[config.mk]
export PLATFORM = sky130hd
export DESIGN_NAME = alu_sequencer
export DESIGN_NICKNAME = d
export VERILOG_FILES = /design/src/rtl/alu_sequencer_pkg.sv /design/src/rtl/alu_sequencer_dec3to8.sv /design/src/rtl/alu_sequencer.sv
export SDC_FILE = /design/constraint.sdc
export NUM_CORES = 1
export LEC_CHECK = 0
export BUFFER_PORTS_ARGS = -buffer_cell sky130_fd_sc_hd__buf_2
export CORE_MARGIN = 2
export CORE_UTILIZATION = 48
export CTS_BUF_LIST = sky130_fd_sc_hd__clkbuf_8
export DETAILED_ROUTE_END_ITERATION = 10
export PLACE_DENSITY_LB_ADDON = 0.2
export REMOVE_ABC_BUFFERS = 1
export SYNTH_ARGS = -nofsm -noshare
export SYNTH_HDL_FRONTEND = slang
export SYNTH_HIERARCHICAL = 1
export SYNTH_SLANG_ARGS = --single-unit
[constraint.sdc]
create_clock -name clk_i -period 2.5 [get_ports clk_i]
set_clock_uncertainty 0.05 [all_clocks]
set_input_delay 0.375 -clock clk_i [delete_from_list [all_inputs] [get_ports clk_i]]
set_output_delay 0.375 -clock clk_i [all_outputs]
set_load 0.05 [all_outputs]
[src/rtl/alu_sequencer_pkg.sv]
// Shared constants for the ALU sequencer: opcodes, FSM states, ALU select codes, IR fields.
// Optional macro ALU_SEQ_CMP_EN makes opcode 8 a compare (SUB without write-back).
package alu_sequencer_pkg;

  typedef enum logic [1:0] {
    T0 = 2'd0,
    T1 = 2'd1,
    T2 = 2'd2,
    T3 = 2'd3
  } state_e;

  localparam logic [3:0] OP_MV  = 4'd0;
  localparam logic [3:0] OP_ADD = 4'd1;
  localparam logic [3:0] OP_SUB = 4'd2;
  localparam logic [3:0] OP_AND = 4'd3;
  localparam logic [3:0] OP_LSL = 4'd4;
  localparam logic [3:0] OP_LSR = 4'd5;
  localparam logic [3:0] OP_ASR = 4'd6;
  localparam logic [3:0] OP_ROR = 4'd7;
  localparam logic [3:0] OP_CMP = 4'd8;

  // ALU select packing: {barrel_shift[2:0], and_signal, add_sub}
  localparam logic [4:0] SEL_NONE = 5'b00000;
  localparam logic [4:0] SEL_ADD  = 5'b00001;
  localparam logic [4:0] SEL_SUB  = 5'b00000;
  localparam logic [4:0] SEL_AND  = 5'b00010;
  localparam logic [4:0] SEL_LSL  = 5'b00100;
  localparam logic [4:0] SEL_LSR  = 5'b01000;
  localparam logic [4:0] SEL_ASR  = 5'b01100;
  localparam logic [4:0] SEL_ROR  = 5'b10000;

  localparam int OPC_MSB = 15;
  localparam int OPC_LSB = 12;
  localparam int RX_MSB  = 11;
  localparam int RX_LSB  = 9;
  localparam int I_BIT   = 8;
  localparam int IMM_MSB = 7;
  localparam int RY_MSB  = 2;
  localparam int RY_LSB  = 0;

  function automatic logic is_cmp(input logic [3:0] op);
`ifdef ALU_SEQ_CMP_EN
    return (op == OP_CMP);
`else
    return 1'b0;
`endif
  endfunction

  function automatic logic is_alu(input logic [3:0] op);
    return ((op >= OP_ADD) && (op <= OP_ROR)) || is_cmp(op);
  endfunction

  function automatic logic [4:0] alu_sel(input logic [3:0] op);
    logic [4:0] sel;
    sel = SEL_NONE;
    case (op)
      OP_ADD:  sel = SEL_ADD;
      OP_SUB:  sel = SEL_SUB;
      OP_AND:  sel = SEL_AND;
      OP_LSL:  sel = SEL_LSL;
      OP_LSR:  sel = SEL_LSR;
      OP_ASR:  sel = SEL_ASR;
      OP_ROR:  sel = SEL_ROR;
      OP_CMP:  sel = SEL_SUB;
      default: sel = SEL_NONE;
    endcase
    return sel;
  endfunction

endpackage

[src/rtl/alu_sequencer_dec3to8.sv]
// 3-to-8 one-hot decoder with enable; drives the register bus enables.
module dec3to8 (
  input  logic       en_i,
  input  logic [2:0] sel_i,
  output logic [7:0] onehot_o
);

  assign onehot_o = en_i ? (8'b0000_0001 << sel_i) : 8'b0000_0000;

endmodule

[src/rtl/alu_sequencer.sv]
// Four-state instruction sequencer producing register/ALU bus controls from a 16-bit IR.
// Optional macro ALU_SEQ_CMP_EN (via package) enables opcode 8 as compare.
//
// state | meaning
// T0    | idle; capture instr into IR when run is high
// T1    | MV completes / ALU loads operand A from rX / illegal completes
// T2    | ALU operand source to bus, result loaded into G
// T3    | G written back to rX (skipped for compare), instruction completes
module alu_sequencer
  import alu_sequencer_pkg::*;
(
  input  logic        clk_i,
  input  logic        rst_i,
  input  logic        run_i,
  input  logic [15:0] instr_in_i,
  output logic        done_o,
  output logic        illegal_o,
  output logic [7:0]  r_out_o,
  output logic [7:0]  r_in_o,
  output logic        imm_out_o,
  output logic [15:0] imm_data_o,
  output logic        a_load_o,
  output logic        g_load_o,
  output logic        g_out_o,
  output logic        add_sub_o,
  output logic        and_signal_o,
  output logic [2:0]  barrel_shift_o
);

  state_e      state_q, state_d;
  logic [15:0] ir_q, ir_d;
  logic        rout_en, rin_en;
  logic [2:0]  rout_sel, rin_sel;
  logic [4:0]  sel;

  logic [3:0] opc;
  logic [2:0] rx, ry;
  logic       imm_mode;

  assign opc      = ir_q[OPC_MSB:OPC_LSB];
  assign rx       = ir_q[RX_MSB:RX_LSB];
  assign ry       = ir_q[RY_MSB:RY_LSB];
  assign imm_mode = ir_q[I_BIT];

  assign ir_d = (state_q == T0 && run_i) ? instr_in_i : ir_q;

  always_ff @(posedge clk_i or posedge rst_i) begin
    if (rst_i) begin
      state_q <= T0;
      ir_q    <= '0;
    end else begin
      state_q <= state_d;
      ir_q    <= ir_d;
    end
  end

  always_comb begin
    state_d = state_q;
    case (state_q)
      T0: state_d = run_i ? T1 : T0;
      T1: state_d = is_alu(opc) ? T2 : T0;
      T2: state_d = T3;
      T3: state_d = T0;
      default: state_d = T0;
    endcase
  end

  always_comb begin
    done_o    = 1'b0;
    illegal_o = 1'b0;
    imm_out_o = 1'b0;
    a_load_o  = 1'b0;
    g_load_o  = 1'b0;
    g_out_o   = 1'b0;
    rout_en   = 1'b0;
    rout_sel  = 3'd0;
    rin_en    = 1'b0;
    rin_sel   = 3'd0;
    sel       = SEL_NONE;
    case (state_q)
      T1: begin
        if (opc == OP_MV) begin
          imm_out_o = imm_mode;
          rout_en   = ~imm_mode;
          rout_sel  = ry;
          rin_en    = 1'b1;
          rin_sel   = rx;
          done_o    = 1'b1;
        end else if (is_alu(opc)) begin
          rout_en  = 1'b1;
          rout_sel = rx;
          a_load_o = 1'b1;
        end else begin
          done_o    = 1'b1;
          illegal_o = 1'b1;
        end
      end
      T2: begin
        imm_out_o = imm_mode;
        rout_en   = ~imm_mode;
        rout_sel  = ry;
        g_load_o  = 1'b1;
        sel       = alu_sel(opc);
      end
      T3: begin
        // Compare keeps G off the bus so the flags path sees the result without write-back.
        g_out_o = ~is_cmp(opc);
        rin_en  = ~is_cmp(opc);
        rin_sel = rx;
        done_o  = 1'b1;
      end
      default: ;
    endcase
  end

  assign {barrel_shift_o, and_signal_o, add_sub_o} = sel;
  assign imm_data_o = {8'h00, ir_q[IMM_MSB:0]};

  dec3to8 u_dec_rout (
    .en_i     (rout_en),
    .sel_i    (rout_sel),
    .onehot_o (r_out_o)
  );

  dec3to8 u_dec_rin (
    .en_i     (rin_en),
    .sel_i    (rin_sel),
    .onehot_o (r_in_o)
  );

endmodule

==> out/qor.csv <==
metric;value;unit
initial antenna violation count;0;
post-synth top area share;33.5;%
Crit Path Class;register to primary output;
Synth top cells by count;18 x dfrtp_1, 17 x buf_4, 11 x inv_1;
Core Area;2710;sq um
synthesized area per cell;10.8;sq um
peak supply drop;857;uV
hold slack;0.162;ns
Layout Cells excl Fill;219;
Max-slew headroom;55.6;%
sequential cell area fraction in the yosys report;33.5;%
Post-synth EDFFs;0;
CTS H-tree lvls;1;
global-route wire length before repair;4.60;mm
type of the most critical hold path;primary input to async pin;
antenna-violating nets left;0;
Via Count;1110;
DR iter-0 viols;10;
GRT Util Overall;17.9;%
# port buffers;53;
Skew-Pair Late Insertion Delay;0.25;ns
grt total ovfl;0;
Placed Cells;199;
CP Capture Type;primary output;
total power;2410;uW
synthesized cell area;1340;sq um
Detailed Place HPWL;2.09;mm
length of routed met2 wiring;1.63;mm
ys async rst share;100;%
critical-path cell list;inv_2 > ha_4 > and4bb_2 > o21ai_4 > buf_6 > o22ai_4 > and4b_2 > buf_8;
clock sinks;18;
DR WL met3;146;um
clk slew on worst S/H paths;0.07;ns
worst-margin pin slew;0.665;ns
Tcrit/Tclk final;100;%
die width;56.9;um
vias in the first global route;1012;
synth top area cells;dfrtp_1 34%, buf_4 9.5%, ha_1 8.4%;
root buf cell;clkbuf_8;
Lkg Pwr;0.000982;uW
status;finished with violations;
Setup crit start kind;register;
unrepaired setup endpoints after global routing;true;
MaxCap Viol Count;0;
largest net degree at the start of global routing;19;
Die Ht;56.9;um
post-synthesis register bit count;18;
area delta synth->final;44.5;%
Initial Util;49.6;%
fin nets;217;
area leader, netlist;dfrtp_1;
CP delay by family, top;simple AND/OR/NAND/NOR gates;
yosys warns;6;
Fillers;210;
vias per cell;5.07;
final worst setup slack;-0.00950;ns
WP buf/inv;3;
WL met1;1.20;mm
Post-route DRC;0;
top-count cell post-synth;dfrtp_1;
Worst Path Arrival;2.08;ns
cells after synthesis;124;
I/O pin count;62;
CTS Buffer Depth;2;
Site Rows;19;
Worst Path Required;2.08;ns
Max stage delay on crit path;0.39;ns
DR top layer;met4;
pins over their slew limit;0;
DR WL/cell;13.7;um
# diodes;0;
crit-path max FO;8;
setup violators final;3;
hold_buf cts;0;
Synth Flop Type;dfrtp_1;
fmax;398;MHz
die area;3240;sq um
Final Hold Fails;0;
total detailed-routing wirelength;2.99;mm
share of layout cells above drive strength 1;62.2;%
post-route cell area;1940;sq um
clock buffer count from CTS;3;
DP Area;1550;sq um
pwr dens;1240;nW/um^2
DRT Pass-1 Iters;3;
CTS tree;yes;
GP Congestion;0.742;
Tmin final;2.51;ns
post-synth cell types;29;
CP max-delay cell;dfrtp_1;
failing checks;negative setup slack;
==> placed cells by master (no fill, tap or decap), types with 2 or more instances in the layout <==
cell	instances
and4bb_2	3
mux2_1	7
and4b_1	2
dfrtp_1	18
buf_2	44
inv_2	3
and3_1	2
ha_1	4
nand3_1	3
nor2_1	5
buf_4	16
nand2_1	4
ha_4	4
and4bb_1	4
inv_1	8
nor2b_2	2
conb_1	8
and4_2	2
mux2_2	10
buf_6	8
clkbuf_8	4
and4b_2	5
o22ai_4	4
==> power breakdown <==
part | total, uW | internal [uW] | switching (uW)
combinational | 1620 | 655 | 966
clock | 231 | 140 | 91.6
sequential | 553 | 435 | 118
total | 2410 | 1230 | 1180
==> final timing paths <==
path	slack, ns	to	cells after the start	from
hold reg to reg	0.44	ir_q[4]	1	ir_q[4]
max in group asynchronous	1.82	ir_q[14]	2	rst_i
setup reg to reg	0.87	ir_q[11]	4	state_q[0]
setup / recovery	-0.01	r_out_o[6]	8	ir_q[13]
min in group clk_i	0.29	ir_q[4]	2	instr_in_i[4]
hold / removal	0.16	ir_q[5]	2	rst_i
==> worst register-to-register path, delay by kind of cell, from the launching register on <==
family                   cells  cell delay, ns
adder cells (fa/ha/maj)      1            0.19
buffers and inverters        1            0.16
flip-flops                   1            0.42
multiplexers                 1            0.39
AND/OR/NAND/NOR              1            0.30
==> state kept, by name, summed over array words and instances, names as in the netlist, named ones only <==
name / flops
ir_q: 16
state_q: 1
==> kinds of logic after synthesis <==
family	synth area share (%)
other	0.279
adder cells (fa/ha/maj)	8.38
multiplexers	14.2
AND/OR/NAND/NOR	24.7
buffers and inverters	13.4
flip-flops	33.5
AO/OA/AOI/OAI	5.49
==> per-layer routing <==
| layer | track usage, % | up-vias |
|---|---|---|
| met3 | 2.30 | 2 |
| li1 | - | 542 |
| met1 | 22.0 | 529 |
| met5 | 0 | - |
| met2 | 33.0 | 37 |
| met4 | 3.99 | 0 |
==> final cells by class <==
| cell class | instances | area [sq um] | area share [%] |
|---|---|---|---|
| inverter | 11 | 41.3 | 2.13 |
| clock buffer | 4 | 55.1 | 2.84 |
| sequential | 18 | 450 | 23.2 |
| tap | 31 | 38.8 | 2.00 |
| multi-input combinational | 84 | 883 | 45.5 |
| timing repair buffer | 71 | 473 | 24.4 |
==> repair_timing <==
item / in CTS / in global routing
setup endpoints to repair: 15 / 16
setup buffers: 10 / 7
resized for setup: 35 / 12
pin swaps: 5 / 11
==> stage by stage <==
| stage | utilization [%] | setup TNS (ns) | setup slack (ns) |
|---|---|---|---|
| 2_1_floorplan | - | -1.10 | -0.428 |
| 3_3_place_gp | 57.2 | 0 | 0.106 |
| 3_5_place_dp | 57.2 | -0.0000659 | -0.0000659 |
| 4_1_cts | 68.2 | 0 | 0.00995 |
| 5_1_grt | 71.7 | -1.01 | -0.0875 |
| 6_report | 71.7 | -0.0166 | -0.00950 |
Power figures use the tool's default switching activity.
